<file path="src/rtl/insn_fetch_if.sv">
// Instruction-memory bus between the fetch stage and a combinational imem.
// Fetch drives the byte address; memory returns the 32-bit word.
interface insn_fetch_if;
  logic [63:0] mem_addr;
  logic [31:0] mem_insn;

  modport master (
    output mem_addr,
    input  mem_insn
  );

  modport slave (
    input  mem_addr,
    output mem_insn
  );
endinterface

</file>
<file path="src/rtl/insn_fetch.sv">
// RV64 instruction-fetch stage: PC, imem address and IF/ID register.
// Define FETCH_MISALIGN_TRAP_EN to build the misaligned-fetch FAULT state.
module insn_fetch #(
  parameter logic [63:0] RESET_PC = 64'h0
) (
  input  logic                clk,
  input  logic                rst_n,
  input  logic                stall,
  input  logic                redirect_valid,
  input  logic [63:0]         redirect_pc,
  insn_fetch_if.master        imem,
  output logic                if_valid,
  output logic [63:0]         if_pc,
  output logic [31:0]         if_insn,
  output logic [63:0]         if_pc_plus4,
  output logic                if_fault
);

`ifdef FETCH_MISALIGN_TRAP_EN
  typedef enum logic [1:0] {
    BOOT  = 2'd0,
    RUN   = 2'd1,
    FAULT = 2'd2
  } state_t;
`else
  typedef enum logic [1:0] {
    BOOT = 2'd0,
    RUN  = 2'd1
  } state_t;
`endif

  typedef struct packed {
    logic        valid;
    logic [63:0] pc;
    logic [31:0] insn;
    logic [63:0] pc4;
  } if_id_t;

  localparam logic [31:0] NOP = 32'h0000_0013;

  state_t      state_q, state_d;
  logic [63:0] pc_q, pc_d;
  if_id_t      ifid_q, ifid_d;
  logic [63:0] tgt;

`ifdef FETCH_MISALIGN_TRAP_EN
  logic        fault_q, fault_d;
  logic        misal;

  assign tgt   = redirect_pc;
  assign misal = |redirect_pc[1:0];
`else
  assign tgt   = redirect_pc & ~64'h3;
`endif

  always_ff @(posedge clk or negedge rst_n) begin
    if (!rst_n) begin
      state_q <= BOOT;
      pc_q    <= RESET_PC;
      ifid_q  <= '{valid: 1'b0, pc: 64'h0,
                   insn: NOP, pc4: 64'h0};
`ifdef FETCH_MISALIGN_TRAP_EN
      fault_q <= 1'b0;
`endif
    end else begin
      state_q <= state_d;
      pc_q    <= pc_d;
      ifid_q  <= ifid_d;
`ifdef FETCH_MISALIGN_TRAP_EN
      fault_q <= fault_d;
`endif
    end
  end

  always_comb begin
    state_d = state_q;
    pc_d    = pc_q;
    ifid_d  = ifid_q;
`ifdef FETCH_MISALIGN_TRAP_EN
    fault_d = fault_q;
`endif
    unique case (state_q)
      BOOT: begin
        state_d = RUN;
        if (redirect_valid) begin
          pc_d = tgt;
`ifdef FETCH_MISALIGN_TRAP_EN
          if (misal) begin
            state_d = FAULT;
            fault_d = 1'b1;
          end
`endif
        end
      end
      RUN: begin
        // Redirect beats stall: the held instruction is squashed.
        if (redirect_valid) begin
          pc_d         = tgt;
          ifid_d.valid = 1'b0;
`ifdef FETCH_MISALIGN_TRAP_EN
          if (misal) begin
            state_d = FAULT;
            fault_d = 1'b1;
          end
`endif
        end else if (!stall) begin
          ifid_d.valid = 1'b1;
          ifid_d.pc    = pc_q;
          ifid_d.insn  = imem.mem_insn;
          ifid_d.pc4   = pc_q + 64'd4;
          pc_d         = pc_q + 64'd4;
        end
      end
`ifdef FETCH_MISALIGN_TRAP_EN
      FAULT: begin
        if (redirect_valid) begin
          pc_d = tgt;
          if (!misal) begin
            state_d = RUN;
            fault_d = 1'b0;
          end
        end
      end
`endif
      default: state_d = BOOT;
    endcase
  end

  assign imem.mem_addr = pc_q;
  assign if_valid      = ifid_q.valid;
  assign if_pc         = ifid_q.pc;
  assign if_insn       = ifid_q.insn;
  assign if_pc_plus4   = ifid_q.pc4;
`ifdef FETCH_MISALIGN_TRAP_EN
  assign if_fault      = fault_q;
`else
  assign if_fault      = 1'b0;
`endif

endmodule

</file>
<file path="src/flat_wrapper.sv">
// flat-port wrapper written by rule: the top's interface ports become plain ports
module insn_fetch_flat 
#(
  parameter logic [63:0] RESET_PC = 64'h0
)
  (clk, rst_n, stall, redirect_valid, redirect_pc, if_valid, if_pc, if_insn, if_pc_plus4, if_fault, imem_mem_addr, imem_mem_insn);
  insn_fetch_if imem_i ();
  input  logic clk;
  input  logic rst_n;
  input  logic stall;
  input  logic redirect_valid;
  input  logic [63:0] redirect_pc;
  output logic if_valid;
  output logic [63:0] if_pc;
  output logic [31:0] if_insn;
  output logic [63:0] if_pc_plus4;
  output logic if_fault;
  output wire logic [$bits(imem_i.mem_addr)-1:0] imem_mem_addr;
  input wire logic [$bits(imem_i.mem_insn)-1:0] imem_mem_insn;
  assign imem_mem_addr = imem_i.mem_addr;
  assign imem_i.mem_insn = imem_mem_insn;
  insn_fetch #(.RESET_PC(RESET_PC)) u_core (.clk(clk), .rst_n(rst_n), .stall(stall), .redirect_valid(redirect_valid), .redirect_pc(redirect_pc), .imem(imem_i), .if_valid(if_valid), .if_pc(if_pc), .if_insn(if_insn), .if_pc_plus4(if_pc_plus4), .if_fault(if_fault));
endmodule
</file>
<file path="config.mk">
export PLATFORM = sky130hd
export DESIGN_NAME = insn_fetch_flat
export DESIGN_NICKNAME = d
export VERILOG_FILES = /design/src/rtl/insn_fetch_if.sv /design/src/rtl/insn_fetch.sv /design/src/flat_wrapper.sv
export SDC_FILE = /design/constraint.sdc
export NUM_CORES = 1
export LEC_CHECK = 0
export CAP_MARGIN = 20
export CORE_MARGIN = 5
export CORE_UTILIZATION = 49
export CTS_BUF_LIST = sky130_fd_sc_hd__clkbuf_2 sky130_fd_sc_hd__clkbuf_4 sky130_fd_sc_hd__clkbuf_8
export DETAILED_ROUTE_END_ITERATION = 16
export GPL_TIMING_DRIVEN = 0
export MAX_ROUTING_LAYER = met4
export PLACE_DENSITY = 0.8
export SLEW_MARGIN = 5
export SYNTH_ARGS = -nofsm -noshare
export SYNTH_HDL_FRONTEND = slang
export SYNTH_SLANG_ARGS = --single-unit
export TNS_END_PERCENT = 30
</file>
<file path="constraint.sdc">
create_clock -name clk -period 3.15 [get_ports clk]
set_input_delay 0.63 -clock clk [delete_from_list [all_inputs] [get_ports clk]]
set_output_delay 0.63 -clock clk [all_outputs]
set_load 0.01 [all_outputs]
</file>
# Word-level counts from Yosys, hierarchy flattened
# Index checks and enable logic that the tools add are counted.
[word_totals]
out_inout_bits = 226
inputBits = 100
register_bits = 227
[op_classes]
n_addsub = 1
bitwise = 2
muxes = 7
reduce_logical = 5
eq_ne = 4
[ops]
columns = ["op", "count"]
rows = [
  ["$mux W64", 3],
  ["$mux W161", 1],
  ["$pmux W64 S2", 1],
  ["$add A64 B3 Y64 const B", 1],
  ["$reduce_and A3 Y1", 2],
  ["$pmux W2 S2", 1],
  ["$ne A3 B3 Y1 const B", 1],
  ["$eq A2 B1 Y1 const B", 1],
  ["$logic_not A2 Y1", 1],
  ["$ne A2 B1 Y1 const B", 1],
  ["$ne A2 B2 Y1 const B", 1],
  ["$not A1 Y1", 2],
  ["$reduce_and A2 Y1", 1],
  ["$reduce_bool A2 Y1", 1],
  ["$mux W1", 1],
]

# Logic depth before layout (Yosys ltp)
[depth]
word_depth = 4
ltp_mapped = 9

# Worst setup path after synthesis
# OpenSTA, ideal clock, no wires.
[synth_timing]
kind = "reg2reg"
startpoint = "register u_core.pc_q[2] (netlist: u_core.imem.mem_addr[2])"
endpoint = "register u_core.ifid_q (netlist bit u_core.if_pc_plus4[52])"
path_stages_with_launch = 8
t_arrival_ns = 2.691
required_ns = 3.068
setup_time_ns = 0.082
period_less_slack_ns = 2.772
slack_ns = 0.378
cell_sequence = "dfrtp_1 -> ha_1 -> nand3_2 -> or4_1 -> or4_4 -> buf_6 -> or4_1 -> a31oi_1"
[synth_via]
elab_chain_cells = 1
[synth_rtl]
columns = ["element", "line", "rtl"]
rows = [
  ["from (decl)", "insn_fetch.sv:42", "logic [63:0] pc_q, pc_d;"],
  ["from (signal assigned)", "insn_fetch.sv:67", "pc_q <= pc_d;"],
  ["$add A64 B3 Y64", "insn_fetch.sv:110", "ifid_d.pc4 = pc_q + 64'd4;"],
  ["to (signal assigned)", "insn_fetch.sv:60", "ifid_q <= '{valid: 1'b0, pc: 64'h0,"],
  ["to (signal assigned)", "insn_fetch.sv:68", "ifid_q <= ifid_d;"],
  ["to (decl)", "insn_fetch.sv:43", "if_id_t ifid_q, ifid_d;"],
]
# No other way between the ends.
# A chain may end at the register's enable or synchronous reset.

# Worst setup path in the final report
[layout_timing]
startpoint = "register u_core.pc_q[2] (netlist: u_core.imem.mem_addr[2])"
endpoint = "register u_core.pc_q[58] (netlist: u_core.imem.mem_addr[58])"
[layout_via]
elab_chain_cells = 4
[layout_rtl]
columns = ["element", "line", "rtl"]
rows = [
  ["$add A64 B3 Y64", "insn_fetch.sv:111", "pc_d = pc_q + 64'd4;"],
  ["$mux W64", "insn_fetch.sv:106", "end else if (!stall) begin"],
  ["$mux W64", "insn_fetch.sv:97", "if (redirect_valid) begin"],
  ["$pmux W64 S2", "insn_fetch.sv:82", "unique case (state_q)"],
]
# No other way between the ends. The select of a mux whose other input is x is not followed.

==> flow_summary.ini <==
[run_status]
status = finished clean

[job]
drv_cap = 0

[synth]
yosys_warnings = 0
synth-edff-count = 0
synthCells = 1242
synth.yosys.seq_area_share = 0.517
synth_area_um2 = 10700
ys_async_sr_fraction = 1.00
ys_top_cells_by_count = nand2_1, dfrtp_1, o21ai_0
synth_area_per_cell_um2 = 8.59
yosysMostFrequentCell = nand2_1
synth-seq-cells = 220
synthFlopType = dfrtp_1
yosysTopAreaCellShare = 0.509
yosys.area.top_type = dfrtp_1
synth_area_leaders = dfrtp_1, nand2_1, o21ai_0
synth_cell_type_count = 47

[floorplanning]
io_pins = 326
initial_utilization = 0.493
design.core.area_um2 = 21600
die_width_um = 158
die_area_um2 = 24800
rows = 54
die-height_um = 158

[critical_path]
required_ns = 3.54
reg2reg_slack_ns = 0.08
reg2reg_depth = 8
reg2reg_from = u_core.imem.mem_addr[2]$_DFFE_PN0P_
end_kind = flip-flop
critPathLaunch = u_core.imem.mem_addr[2]$_DFFE_PN0P_
r2r-end = u_core.imem.mem_addr[58]$_DFFE_PN0P_
start_kind = flip-flop
slowest_delay_ns = 0.62
timing.critical_path.to = u_core.imem.mem_addr[58]$_DFFE_PN0P_
cp.arrival_ns = 3.47
crit_fanout = 10
crit_chain = ha_2 -> nand3_2 -> or4_1 -> buf_2 -> nor4_1 -> clkdlybuf4s18_2 -> a31o_2 -> a31oi_1
cp_slowest_cell = or4_1
crit_type = reg2reg

[routing]
drc = 0
routed-via-count = 10803
drtIter0Drc = 919
ant_nets = 0
dr.max_layer_used = met4
wl_per_cell_um = 20.5
via_per_inst = 5.64
met3_length_mm = 4.59
wl_met2_mm = 18.1
wl_met1_mm = 15.0
totalWireLength_mm = 39.3
dr.pass1.iters = 6

[layout]
ff_latch_area_um2 = 5510
final_area_um2 = 15100
final_util = 0.699
final_nets = 1707
antenna_cells = 0
drive_gt1_frac = 0.0679
multi_input_area_um2 = 4710
nFillCells = 1750
areaGrowthSynthToFinish_pct = 41.8

[cts]
clock_tree.buffer_depth = 3
clkTransAtPathRegs_ns = 0.07
cts_made_buffers = 38
cts_tree = built
cts_htree_levels = 2
cts-hold-fix-buffers = 0
cts_sinks = 220
insertion_delay_ns = 0.54
cts-root-buf = clkbuf_8
post-cts-setup-buffers = 0

[grt]
grt_pass1_vias = 10916
grt_pass1_wl_mm = 60.6
antenna_found_initial = 0
grt_max_degree = 114
overflow = 0
grt_use_total = 0.323

[sta]
finClkSkew_ns = 0.0261
slew_headroom = 0.429
drv_slew = 0
worst_pin_slew_ns = 0.849
tns_ns = 0
whs_ns = 0.159
fin_crit_sh = 0.976
setup_ws_ns = 0.0759
hold_viol = 0
fmax_mhz = 325
min_period_ns = 3.07
finalSetupViolCount = 0

[pwr]
power.density_nw_per_um2 = 568
ir_drop_mv = 0.376
leakagePower_nw = 6.29

[placement]
place_ws_ns = -0.541
gp_congestion = 0.960
hpwl_mm = 28.8
portBuffers = 316
place_area_um2 = 14200

[min_path]
hold_path.class = in2async
[registers in the layout, indices dropped and copies added (netlist names)]
register / cells
u_core.if_pc: 62
u_core.if_valid: 1
u_core.if_insn: 32
u_core.imem.mem_addr: 62
u_core.if_pc_plus4: 62
u_core.state_q: 1
[report_power, final]
part | internal (mW) | switching (mW) | total (mW) | leakage [nW]
sequential | 3.25 | 0.325 | 3.58 | 2.67
clock | 1.71 | 1.20 | 2.91 | 0.458
combinational | 1.09 | 1.01 | 2.10 | 3.16
total | 6.06 | 2.53 | 8.59 | 6.29
[kinds of logic after synthesis]
family / after synthesis / synth area share
simple gates: 656 / 0.282
flops: 220 / 0.517
compound gates: 174 / 0.0935
buf+inv: 114 / 0.0446
xor+xnor: 74 / 0.0608
other cells: 2 / 0.000704
fa+ha+maj: 1 / 0.00117
mux: 1 / 0.000939
[worst min-delay path by stage]
stage                                        from                             end  slack [ns]
floorplan                                   rst_n  u_core.if_insn[10]$_DFFE_PN0P_        0.33
global placement    u_core.if_insn[4]$_DFFE_PN1P_   u_core.if_insn[4]$_DFFE_PN1P_        0.45
detailed placement  u_core.if_insn[1]$_DFFE_PN1P_   u_core.if_insn[1]$_DFFE_PN1P_        0.45
CTS                                         rst_n    u_core.if_pc[40]$_DFFE_PN0P_        0.18
global route                                rst_n    u_core.if_pc[46]$_DFFE_PN0P_        0.22
finish                                      rst_n    u_core.if_pc[40]$_DFFE_PN0P_        0.16
[metal layers]
metal,vias up,GRT usage
met1,5132,0.410
met5,-,-
li1,4945,-
met4,0,0.130
met3,123,0.0880
met2,603,0.495
[final cells by class]
class | instances | area share
multi-input combinational | 914 | 0.312
inverter | 8 | 0.00199
tap | 280 | 0.0232
sequential | 220 | 0.365
clock buffer | 61 | 0.0510
buffer | 106 | 0.0297
clock inverter | 7 | 0.00563
timing repair buffer | 318 | 0.212
[placed cells by master, fill, tap and decap left out, types with 14 or more instances in the layout]
master and count:
a31oi_1 43, or4_1 24, or3_1 28, xnor2_1 54, and3_1 14, o21ai_0 104, nand2_1 382, nor3_1 21
o31ai_1 14, nor2_1 59, nand3_1 40, clkdlybuf4s50_1 315, dfrtp_1 215, nor4_1 29, clkbuf_1 73, clkbuf_8 50
nand4_1 27, xor2_1 20
[worst max-delay path: cells and delay by family, from the launching register on]
family,cells,cell delay (ns)
and+or+nand+nor,3,1.41
DFF,1,0.45
adders and majority gates,1,0.26
AOI/OAI and AO/OA,2,0.24
buffers and inverters,2,0.59
[repair_timing]
item / in CTS / in global routing
endpoints found under the hold margin: 0 / 0
resized for setup: 2 / 11
cloned: 0 / 0
pin swaps: 0 / 0
setup endpoints to repair: 5 / 63
[through the flow]
step,std cells,total power [mW]
floorplan,1248,4.35
global placement,1844,5.66
detailed placement,1846,5.71
CTS,1914,8.63
global route,1914,9.00
finish,1914,8.59
No activity file was read; power rests on OpenSTA's default activity.
